$ cat config.mk
export PLATFORM = sky130hd
export DESIGN_NAME = csr_intc_flat
export DESIGN_NICKNAME = d
export VERILOG_FILES = /design/src/rtl/csr_intc_if.sv /design/src/rtl/csr_intc.sv /design/src/flat_wrapper.sv
export SDC_FILE = /design/constraint.sdc
export NUM_CORES = 1
export LEC_CHECK = 0
export CAP_MARGIN = 20
export CORE_UTILIZATION = 50
export CTS_BUF_LIST = sky130_fd_sc_hd__clkbuf_4
export CTS_CLUSTER_DIAMETER = 200
export DETAILED_ROUTE_END_ITERATION = 8
export GPL_TIMING_DRIVEN = 0
export PLACE_DENSITY_LB_ADDON = 0.2
export SYNTH_ARGS = -nofsm -noshare
export SYNTH_HDL_FRONTEND = slang
export SYNTH_SLANG_ARGS = --single-unit
$ cat constraint.sdc
create_clock -name clk -period 10.7 [get_ports clk]
set_clock_uncertainty 0.15 [all_clocks]
set_input_delay 2.14 -clock clk [delete_from_list [all_inputs] [get_ports clk]]
set_output_delay 2.14 -clock clk [all_outputs]
set_load 0.03 [all_outputs]
$ cat src/rtl/csr_intc_if.sv
// csr_intc_if: CSR access, interrupt lines and redirect outputs between the core and csr_intc
interface csr_intc_if #(parameter int NIRQ = 4);
    logic [31:0] pc;
    logic ei_n;
    logic ti_n;
    logic [NIRQ-1:0] lirq_n;
    logic ecall;
    logic ebreak;
    logic mret;
    logic [1:0] csr_cmd;
    logic [11:0] csr_addr;
    logic [31:0] wdata;
    logic [31:0] rdata;
    logic trap_flag;
    logic [31:0] trap_addr;
    modport master(
        output pc, ei_n, ti_n, lirq_n, ecall, ebreak, mret, csr_cmd, csr_addr, wdata,
        input rdata, trap_flag, trap_addr
    );
    modport slave(
        input pc, ei_n, ti_n, lirq_n, ecall, ebreak, mret, csr_cmd, csr_addr, wdata,
        output rdata, trap_flag, trap_addr
    );
endinterface

$ cat src/rtl/csr_intc.sv
// csr_intc: machine-mode CSR file with interrupt controller, trap entry/mret redirect and cycle counter
module csr_intc #(
    parameter int NIRQ = 4,
    parameter logic [31:0] RESET_VEC = 32'h0000_0000,
    parameter bit VEC_EN = 1'b1
) (
    input logic clk,
    input logic rst,
    csr_intc_if.slave bus
);
    localparam logic [0:0] RUN = 1'b0;
    localparam logic [0:0] REDIRECT = 1'b1;
    localparam logic [31:0] MIE_MASK = 32'h0000_0880 | (((32'h1 << NIRQ) - 32'h1) << 16);
    logic [0:0] state;
    logic mst_mie, mst_mpie;
    logic [31:0] mie_r, mtvec, mscratch, mepc, mcause, mtval, taddr;
    logic [63:0] mcycle;
    logic [NIRQ+1:0] sync1, sync2;
    logic [31:0] mip, pending, old, nv, cause, base, target;
    logic [4:0] lcause;
    logic run, exc, irq, take, we;
    function automatic logic [31:0] tvec_legal(input logic [31:0] v);
        return {v[31:2], 1'b0, VEC_EN && v[1:0] == 2'b01};
    endfunction
    always_comb begin
        mip = '0;
        mip[7] = ~sync2[NIRQ];
        mip[11] = ~sync2[NIRQ+1];
        mip[16 +: NIRQ] = ~sync2[NIRQ-1:0];
    end
    always_comb begin
        case (bus.csr_addr)
            12'h300: old = {19'b0, 2'b11, 3'b0, mst_mpie, 3'b0, mst_mie, 3'b0};
            12'h304: old = mie_r;
            12'h305: old = mtvec;
            12'h340: old = mscratch;
            12'h341: old = mepc;
            12'h342: old = mcause;
            12'h343: old = mtval;
            12'h344: old = mip;
            12'hB00: old = mcycle[31:0];
            12'hB80: old = mcycle[63:32];
            default: old = '0;
        endcase
    end
    assign run = state == RUN;
    assign pending = mie_r & mip;
    assign exc = bus.ecall | bus.ebreak;
    assign irq = mst_mie & |pending;
    // exceptions beat mret, mret beats a pending interrupt
    assign take = run & (exc | (~bus.mret & irq));
    assign we = run & ~take & ~bus.mret & |bus.csr_cmd & (bus.csr_cmd == 2'd1 | |bus.wdata);
    assign nv = bus.csr_cmd == 2'd1 ? bus.wdata : bus.csr_cmd == 2'd2 ? old | bus.wdata : old & ~bus.wdata;
    always_comb begin
        lcause = 5'd16;
        for (int i = NIRQ - 1; i >= 0; i--) if (pending[16 + i]) lcause = 5'(16 + i);
    end
    assign cause = bus.ecall ? 32'd11 : bus.ebreak ? 32'd3 : pending[11] ? 32'h8000_000B :
                   pending[7] ? 32'h8000_0007 : {1'b1, 26'b0, lcause};
    assign base = {mtvec[31:2], 2'b00};
    assign target = (~exc & mtvec[0]) ? base + {25'b0, cause[4:0], 2'b00} : base;
    always_ff @(posedge clk or posedge rst) begin
        if (rst) begin
            sync1 <= '1;
            sync2 <= '1;
            state <= RUN;
            taddr <= '0;
            mst_mie <= 1'b0;
            mst_mpie <= 1'b0;
            mie_r <= '0;
            mtvec <= tvec_legal(RESET_VEC);
            mscratch <= '0;
            mepc <= '0;
            mcause <= '0;
            mtval <= '0;
            mcycle <= '0;
        end else begin
            sync1 <= {bus.ei_n, bus.ti_n, bus.lirq_n};
            sync2 <= sync1;
            state <= (take | (run & bus.mret)) ? REDIRECT : RUN;
            mcycle <= mcycle + 64'd1;
            if (take) begin
                taddr <= target;
                mepc <= bus.pc & 32'hFFFF_FFFC;
                mcause <= cause;
                mtval <= '0;
                mst_mpie <= mst_mie;
                mst_mie <= 1'b0;
            end else if (run & bus.mret) begin
                taddr <= mepc;
                mst_mie <= mst_mpie;
                mst_mpie <= 1'b1;
            end else if (we) begin
                case (bus.csr_addr)
                    12'h300: begin
                        mst_mie <= nv[3];
                        mst_mpie <= nv[7];
                    end
                    12'h304: mie_r <= nv & MIE_MASK;
                    12'h305: mtvec <= tvec_legal(nv);
                    12'h340: mscratch <= nv;
                    12'h341: mepc <= nv & 32'hFFFF_FFFC;
                    12'h342: mcause <= nv;
                    12'h343: mtval <= nv;
                    12'hB00: mcycle <= {mcycle[63:32], nv};
                    12'hB80: mcycle <= {nv, mcycle[31:0]};
                    default: ;
                endcase
            end
        end
    end
    assign bus.rdata = old;
    assign bus.trap_flag = state == REDIRECT;
    assign bus.trap_addr = taddr;
endmodule

$ cat src/flat_wrapper.sv
// flat-port wrapper written by rule: the top's interface ports become plain ports
module csr_intc_flat 
#(
    parameter int NIRQ = 4,
    parameter logic [31:0] RESET_VEC = 32'h0000_0000,
    parameter bit VEC_EN = 1'b1
)
  (clk, rst, bus_pc, bus_ei_n, bus_ti_n, bus_lirq_n, bus_ecall, bus_ebreak, bus_mret, bus_csr_cmd, bus_csr_addr, bus_wdata, bus_rdata, bus_trap_flag, bus_trap_addr);
  csr_intc_if #(.NIRQ(NIRQ)) bus_i ();
  input logic clk;
  input logic rst;
  input wire logic [$bits(bus_i.pc)-1:0] bus_pc;
  input wire logic [$bits(bus_i.ei_n)-1:0] bus_ei_n;
  input wire logic [$bits(bus_i.ti_n)-1:0] bus_ti_n;
  input wire logic [$bits(bus_i.lirq_n)-1:0] bus_lirq_n;
  input wire logic [$bits(bus_i.ecall)-1:0] bus_ecall;
  input wire logic [$bits(bus_i.ebreak)-1:0] bus_ebreak;
  input wire logic [$bits(bus_i.mret)-1:0] bus_mret;
  input wire logic [$bits(bus_i.csr_cmd)-1:0] bus_csr_cmd;
  input wire logic [$bits(bus_i.csr_addr)-1:0] bus_csr_addr;
  input wire logic [$bits(bus_i.wdata)-1:0] bus_wdata;
  output wire logic [$bits(bus_i.rdata)-1:0] bus_rdata;
  output wire logic [$bits(bus_i.trap_flag)-1:0] bus_trap_flag;
  output wire logic [$bits(bus_i.trap_addr)-1:0] bus_trap_addr;
  assign bus_i.pc = bus_pc;
  assign bus_i.ei_n = bus_ei_n;
  assign bus_i.ti_n = bus_ti_n;
  assign bus_i.lirq_n = bus_lirq_n;
  assign bus_i.ecall = bus_ecall;
  assign bus_i.ebreak = bus_ebreak;
  assign bus_i.mret = bus_mret;
  assign bus_i.csr_cmd = bus_csr_cmd;
  assign bus_i.csr_addr = bus_csr_addr;
  assign bus_i.wdata = bus_wdata;
  assign bus_rdata = bus_i.rdata;
  assign bus_trap_flag = bus_i.trap_flag;
  assign bus_trap_addr = bus_i.trap_addr;
  csr_intc #(.NIRQ(NIRQ), .RESET_VEC(RESET_VEC), .VEC_EN(VEC_EN)) u_core (.clk(clk), .rst(rst), .bus(bus_i));
endmodule
==> results.py <==
metrics = {
    "floorplanning": {
        "start_util_pct": 51.0,
        "ios": 154,
        "die_w_um": 187,
        "core_um2": 33700,
        "dieArea_um2": 35200,
        "die_h_um": 187,
        "num_rows": 67,
    },
    "placed_design": {
        "post-dp-hpwl_um": 59700,
        "place_area_um2": 19300,
        "gp_congestion": 1.05,
        "io_buffers": 144,
    },
    "global_route": {
        "grtUsageTotal_pct": 44.6,
        "antenna_found_initial": 2,
        "grt_pass1_wl_um": 114000,
        "grt_pass1_vias": 17200,
        "gr-total-overflow": 0,
        "grt_max_degree": 128,
    },
    "yosys": {
        "ys_warn_count": 0,
        "synth_edf_count": 0,
        "yosys_most_used_dff": "dfrtp_1",
        "seq_area_frac_synth_pct": 39.7,
        "avgSynthCellArea_um2": 9.07,
        "ys_ff_latch": 272,
        "synth_area_um2": 17200,
        "synth_cell_type_count": 92,
        "synth_cells": 1897,
        "async_reset_ff_share_pct": 100,
    },
    "setup_path": {
        "path_class": "input port to output port",
        "crit_end": "bus_rdata[17]",
        "worstPathRequired_ps": 8410,
        "crit-reg2reg-launch": "u_core.mie_r[19]$_DFFE_PP0P_",
        "r2r_cells": 11,
        "worst-endpoint-arrival_ps": 6100,
        "reg2reg_to": "u_core.bus.trap_addr[23]$_DFFE_PP0N_",
        "cp-start-kind": "input port",
        "crit_path_max_fanout": 10,
        "reg2reg_slack_ps": 6490,
        "crit_start": "bus_csr_addr[5]",
        "cp-end-kind": "output port",
    },
    "power": {
        "p_leak_nw": 8.24,
        "p_total_mw": 2.81,
        "ir_drop_mv": 0.114,
        "p_per_area_nw_per_um2": 138,
    },
    "worst_hold_path": {
        "min_path_type": "flop to flop",
        "min_path_cells": 0,
    },
    "cts": {
        "cts_buffers": 79,
        "clockBufferDepth": 3,
        "clkTransAtPathRegs_ps": 70,
        "cts_post_setup_buffers_inserted": 0,
        "hold_buffers": 0,
        "cts-root-buf": "clkbuf_4",
        "h-tree-depth": 3,
        "clock-sinks": 272,
        "cts_tree": "done",
        "ctsResizeCount": 0,
        "clk_latency_ps": 820,
    },
    "drt": {
        "vias_per_cell": 6.84,
        "post_drt_wl_per_cell_um": 29.9,
        "drt-initial-drc-count": 2409,
        "postRouteAntennaNets": 0,
        "vias": 18000,
        "drc": 0,
        "routed_wl_um": 78800,
        "dr.pass1.iters": 6,
    },
    "final_layout": {
        "fin_nets": 2228,
        "drive_gt1_share_pct": 16.0,
        "utilization_pct": 60.5,
        "area_growth_pct": 18.5,
        "postLayoutCellArea_um2": 20400,
    },
    "timing": {
        "max_freq_mhz": 119,
        "grt_setup_unrepaired": "false",
        "relSlewSlack_pct": 18.8,
        "period_share_pct": 78.5,
        "period_minus_slack_ps": 8390,
        "slew_violations": 0,
        "tightest_slew_ps": 1220,
        "setup_viol": 0,
        "whs_ps": 192,
        "hold_viol_final": 0,
    },
    "status": {
        "status": "finished clean",
    },
    "run": {
        "maxCapViolations": 0,
    },
}
==> worst max-delay path, stage by stage <==
cell,delay [ps]
clkdlybuf4s50_1,460
nor4_1,860
and4_1,330
buf_2,250
buf_2,360
buf_1,590
a21oi_1,210
o21ai_0,170
clkdlybuf4s50_1,730
==> cells in the final DEF (no fill, tap or decap), types with 26 or more instances in the layout <==
| master | instances |
|---|---|
| mux2i_1 | 72 |
| a21oi_1 | 174 |
| clkbuf_1 | 69 |
| mux2_2 | 75 |
| nand4_1 | 33 |
| nand2_1 | 271 |
| nand3_1 | 50 |
| clkbuf_4 | 117 |
| inv_1 | 45 |
| buf_2 | 46 |
| xnor2_1 | 51 |
| a211oi_1 | 47 |
| o21ai_0 | 73 |
| clkdlybuf4s50_1 | 144 |
| dfrtp_1 | 260 |
| nor4_1 | 52 |
| nor3_1 | 26 |
| nor2_1 | 114 |
==> power by group <==
| part | leakage, nW | total (mW) | switching, mW | internal, mW |
|---|---|---|---|---|
| clock | 0.616 | 1.07 | 0.502 | 0.570 |
| combinational | 4.11 | 0.544 | 0.351 | 0.193 |
| sequential | 3.51 | 1.20 | 0.0936 | 1.10 |
| total | 8.24 | 2.81 | 0.946 | 1.87 |
==> final cells by class <==
class | count | area, um^2
Clock buffer | 117 | 878
Clock inverter | 19 | 165
Timing Repair Buffer | 153 | 1560
Fill cell | 3000 | 13300
Buffer | 146 | 687
Multi-Input combinational cell | 1434 | 9540
Inverter | 46 | 180
Sequential cell | 272 | 6820
Tap cell | 448 | 561
Antenna cell | 1 | 2.50
==> cells in the mapped netlist, types with 11 or more instances <==
cell type,count,area (um^2)
and2_1,16,100
buf_2,45,225
a21oi_1,174,871
or2_2,11,68.8
nand2b_1,13,81.3
o32ai_1,24,210
inv_1,46,173
and4_1,18,158
mux2i_1,72,721
a2bb2oi_1,12,105
nand3_1,50,250
buf_4,12,90.1
o211ai_1,15,113
nor2_1,114,428
a221oi_1,12,105
o21ai_1,13,65.1
o31ai_1,12,90.1
nor4_1,52,325
a221oi_4,11,289
o22ai_1,17,106
clkbuf_1,69,259
xnor2_1,51,447
a211oi_1,47,353
mux2_2,75,845
o21ai_0,73,365
nand2_1,271,1020
and3_1,25,156
buf_1,15,56.3
nor3_1,26,130
nand4_1,33,206
dfstp_2,12,315
dfrtp_1,260,6510
==> worst min path at each step <==
stage / start / end / slack, ps
after CTS: u_core.sync1[1]$_DFF_PP1_ / u_core.sync2[1]$_DFF_PP1_ / 200
after floorplan: u_core.sync1[0]$_DFF_PP1_ / u_core.sync2[0]$_DFF_PP1_ / 200
final: u_core.sync1[1]$_DFF_PP1_ / u_core.sync2[1]$_DFF_PP1_ / 190
after detailed placement: u_core.sync1[1]$_DFF_PP1_ / u_core.sync2[1]$_DFF_PP1_ / 200
after global routing: u_core.sync1[5]$_DFF_PP1_ / u_core.sync2[5]$_DFF_PP1_ / 200
after global placement: u_core.sync1[1]$_DFF_PP1_ / u_core.sync2[1]$_DFF_PP1_ / 200
==> logic make-up after synthesis <==
logic type	count (synthesis)	synth area share (%)
buffers and inverters	192	5.00
DFF	272	39.7
xor gates and xnor gates	51	2.60
and+or+nand+nor	687	20.1
other	1	0.0218
muxes	155	9.62
AOI/OAI and AO/OA	532	22.4
adders and majority gates	7	0.553
==> routing by layer <==
layer  global-route usage (%)  share of wire [%]
met1                     56.1                 37
met3                     9.12                 11
met5                        0                  0
met4                     31.4                7.9
met2                     68.7                 44
==> stage by stage <==
stage          TNS (ps)  std cells  setup WS [ps]
2_1_floorplan         0       1898            934
3_3_place_gp    -699040       2490          -2730
3_5_place_dp          0       2496           2400
4_1_cts               0       2632           2390
5_1_grt               0       2636           2310
6_report              0       2636           2310
==> registers in the layout, summed over array words and instances (netlist names) <==
name                  count
u_core.mst_mie            1
u_core.mtval             32
u_core.mcycle            64
u_core.mie_r              6
u_core.mtvec             31
u_core.bus.trap_addr     30
u_core.sync1              6
u_core.mepc              30
u_core.mcause            32
u_core.sync2              6
u_core.mst_mpie           1
u_core.mscratch          32
u_core.bus.trap_flag      1
Power figures use the tool's default switching activity.
==> patch: new RTL, same flow settings <==
`NIRQ` is set to 4 in 3 places; all go to 6.
--- a/src/rtl/csr_intc_if.sv
+++ b/src/rtl/csr_intc_if.sv
@@ -1,3 +1,3 @@
 // csr_intc_if: CSR access, interrupt lines and redirect outputs between the core and csr_intc
-interface csr_intc_if #(parameter int NIRQ = 4);
+interface csr_intc_if #(parameter int NIRQ = 6);
     logic [31:0] pc;
--- a/src/rtl/csr_intc.sv
+++ b/src/rtl/csr_intc.sv
@@ -2,3 +2,3 @@
 module csr_intc #(
-    parameter int NIRQ = 4,
+    parameter int NIRQ = 6,
     parameter logic [31:0] RESET_VEC = 32'h0000_0000,
--- a/src/flat_wrapper.sv
+++ b/src/flat_wrapper.sv
@@ -3,3 +3,3 @@
 #(
-    parameter int NIRQ = 4,
+    parameter int NIRQ = 6,
     parameter logic [31:0] RESET_VEC = 32'h0000_0000,
Ports: changed (resized bus_lirq_n); port bits go from 154 to 156. The function was not compared with the original's and may differ.
==> patch against the original RTL <==
Global-route usage increased by 0.34 points. Fmax down 3.9%. Sequential cell count is 6 higher. Setup slack worse by 0.34 ns. Design area shrank 4.3%. Synthesized area decreased by 4.7%. Critical path depth down 2. Total power shrank 3.1%. Utilization rose by 0.68 points. Highest routed layer unchanged. Routed wire length down 5.1%.
==> patch: results (changes against the original RTL) <==
Placement
  – DP Worst Slack: 2.19 ns (-0.213 ns)
  – Port Buffers: 146 (+1.4%)
  – GPL Wtd Cong: 1.03 (-2.3%)
  – Post-DP HPWL: 56.4 mm (-5.4%)

Routing
  – Starting DRC count in detailed routing: 2,561 (+6.3%)
  – Drt wl/cell: 29.3 µm (-2.1%)
  – Residual DRC count: 0 (unchanged)
  – Drt via density: 6.89 (+0.75%)

Clock network
  – Clk_lat worst skew: 0.83 ns
  – Root Buffer: clkbuf_4
  – Post-CTS sizing: 0 (unchanged)
  – Num CTS Buffers: 81 (+2.5%)
  – Setup bufs post-CTS: 0 (unchanged)
  – # H-tree levels: 3 (unchanged)

Worst setup path
  – Crit-path max cell delay: 1.05 ns (+0.19 ns)
  – Crit path DAT: 6.44 ns (+0.34 ns)
  – CP delay by family, top: buffers and inverters
  – Max Fanout on Critical Path: 10 (unchanged)
  – Worst path slowest cell: nor3b_1

GRT
  – First-pass GRT wire length: 108 mm (-5.4%)
  – Vias in the first global route: 16,500 (-4.1%)
  – Initial antenna violation count: 2 (unchanged)
  – Total GRT Usage: 0.449 (+0.00338)
  – Largest net degree at the start of global routing: 101 (-21%)

Logic synthesis
  – Synth Register Bits: 278 (+2.2%)
  – YS warnings: 0 (unchanged)
  – Asr flop ratio synth: 1.00 (unchanged)
  – Synth cell types: 90 (-2.2%)
  – Sequential area share after synthesis: 0.425 (+0.0289)
  – Main area contributors after synthesis: dfrtp_1 (40%), nand2_1 (6.7%), o21ai_0 (5.3%)
  – Synth cell count leaders: nand2_1 (291), dfrtp_1 (262), o21ai_0 (174)

STA
  – Relative slew slack: 0.0511 (-0.137)

Power
  – Worst vdd ir: 0.120 mV (+5.3%)
  – Leakage power: 0.00773 µW (-6.2%)

Finish
  – Reg with most FFs: u_core.mcycle
  – Largest register FFs: 64 (unchanged)
  – Share of cells above drive strength 1: 0.134 (-0.0260)
  – Fill cells: 2,837 (-5.4%)
  – # nets final: 2,159 (-3.1%)

Run status
  – Status: completed

Min path
  – Worst Hold Class: register to register
-- patch: cells by family after synthesis --
kind of cell             count (synthesis)  synth area share
AO/OA/AOI/OAI                          516             0.204
XOR/XNOR                                73            0.0390
adder cells (fa/ha/maj)                  7           0.00580
buffers and inverters                  151            0.0401
flip-flops                             278             0.425
multiplexers                            98            0.0732
other                                    1          0.000229
AND/OR/NAND/NOR                        701             0.212
-- patch: per-stage QoR --
step                      instances  area, µm²   util
after floorplan                1826      16400      -
after global placement         2407      18400  0.577
after detailed placement       2413      18500  0.580
after CTS                      2553      19500  0.612
after global routing           2554      19500  0.612
final                          2554      19500  0.612
-- patch: final timing paths --
kind                                                start                                    to  slack [ns]  cells after the start
worst max-delay path                      bus_csr_addr[1]                         bus_rdata[29]        1.97                      7
worst min-delay path            u_core.sync1[1]$_DFF_PP1_             u_core.sync2[1]$_DFF_PP1_        0.20                      0
worst max register to register  u_core.sync2[7]$_DFF_PP1_  u_core.bus.trap_addr[21]$_DFFE_PP0N_        6.12                     11
worst min register to register  u_core.sync1[1]$_DFF_PP1_             u_core.sync2[1]$_DFF_PP1_        0.20                      0
max in group asynchronous                             rst         u_core.mcycle[43]$_DFFE_PP0P_        7.78                      3
min in group asynchronous                             rst  u_core.bus.trap_addr[25]$_DFFE_PP0N_        1.65                      2
-- patch: routing by layer --
metal	share of wire	track usage	vias up	wire, µm
met4	0.063	0.259	0	4680
met2	0.42	0.641	1492	31100
met3	0.13	0.123	315	10100
met1	0.39	0.611	8524	29000
li1	-	-	7276	-
met5	0	0	-	0
-- patch: final cells by class --
type,instances,area [µm²],share of cell area
clock inverters,19,106,0.00545
flip-flops and latches,278,6980,0.358
well taps,435,544,0.0279
multi-input cells,1397,8770,0.449
diodes,1,2.50,0.000128
plain buffers,128,571,0.0292
clock buffers,121,908,0.0466
inverters,23,93.8,0.00481
repair buffers,152,1540,0.0788
-- patch: power breakdown --
group / switching (µW) / leakage [µW] / total [µW] / internal (µW)
Clock: 508 / 0.000604 / 1040 / 537
Sequential: 86.3 / 0.00357 / 1210 / 1120
Combinational: 302 / 0.00356 / 471 / 169
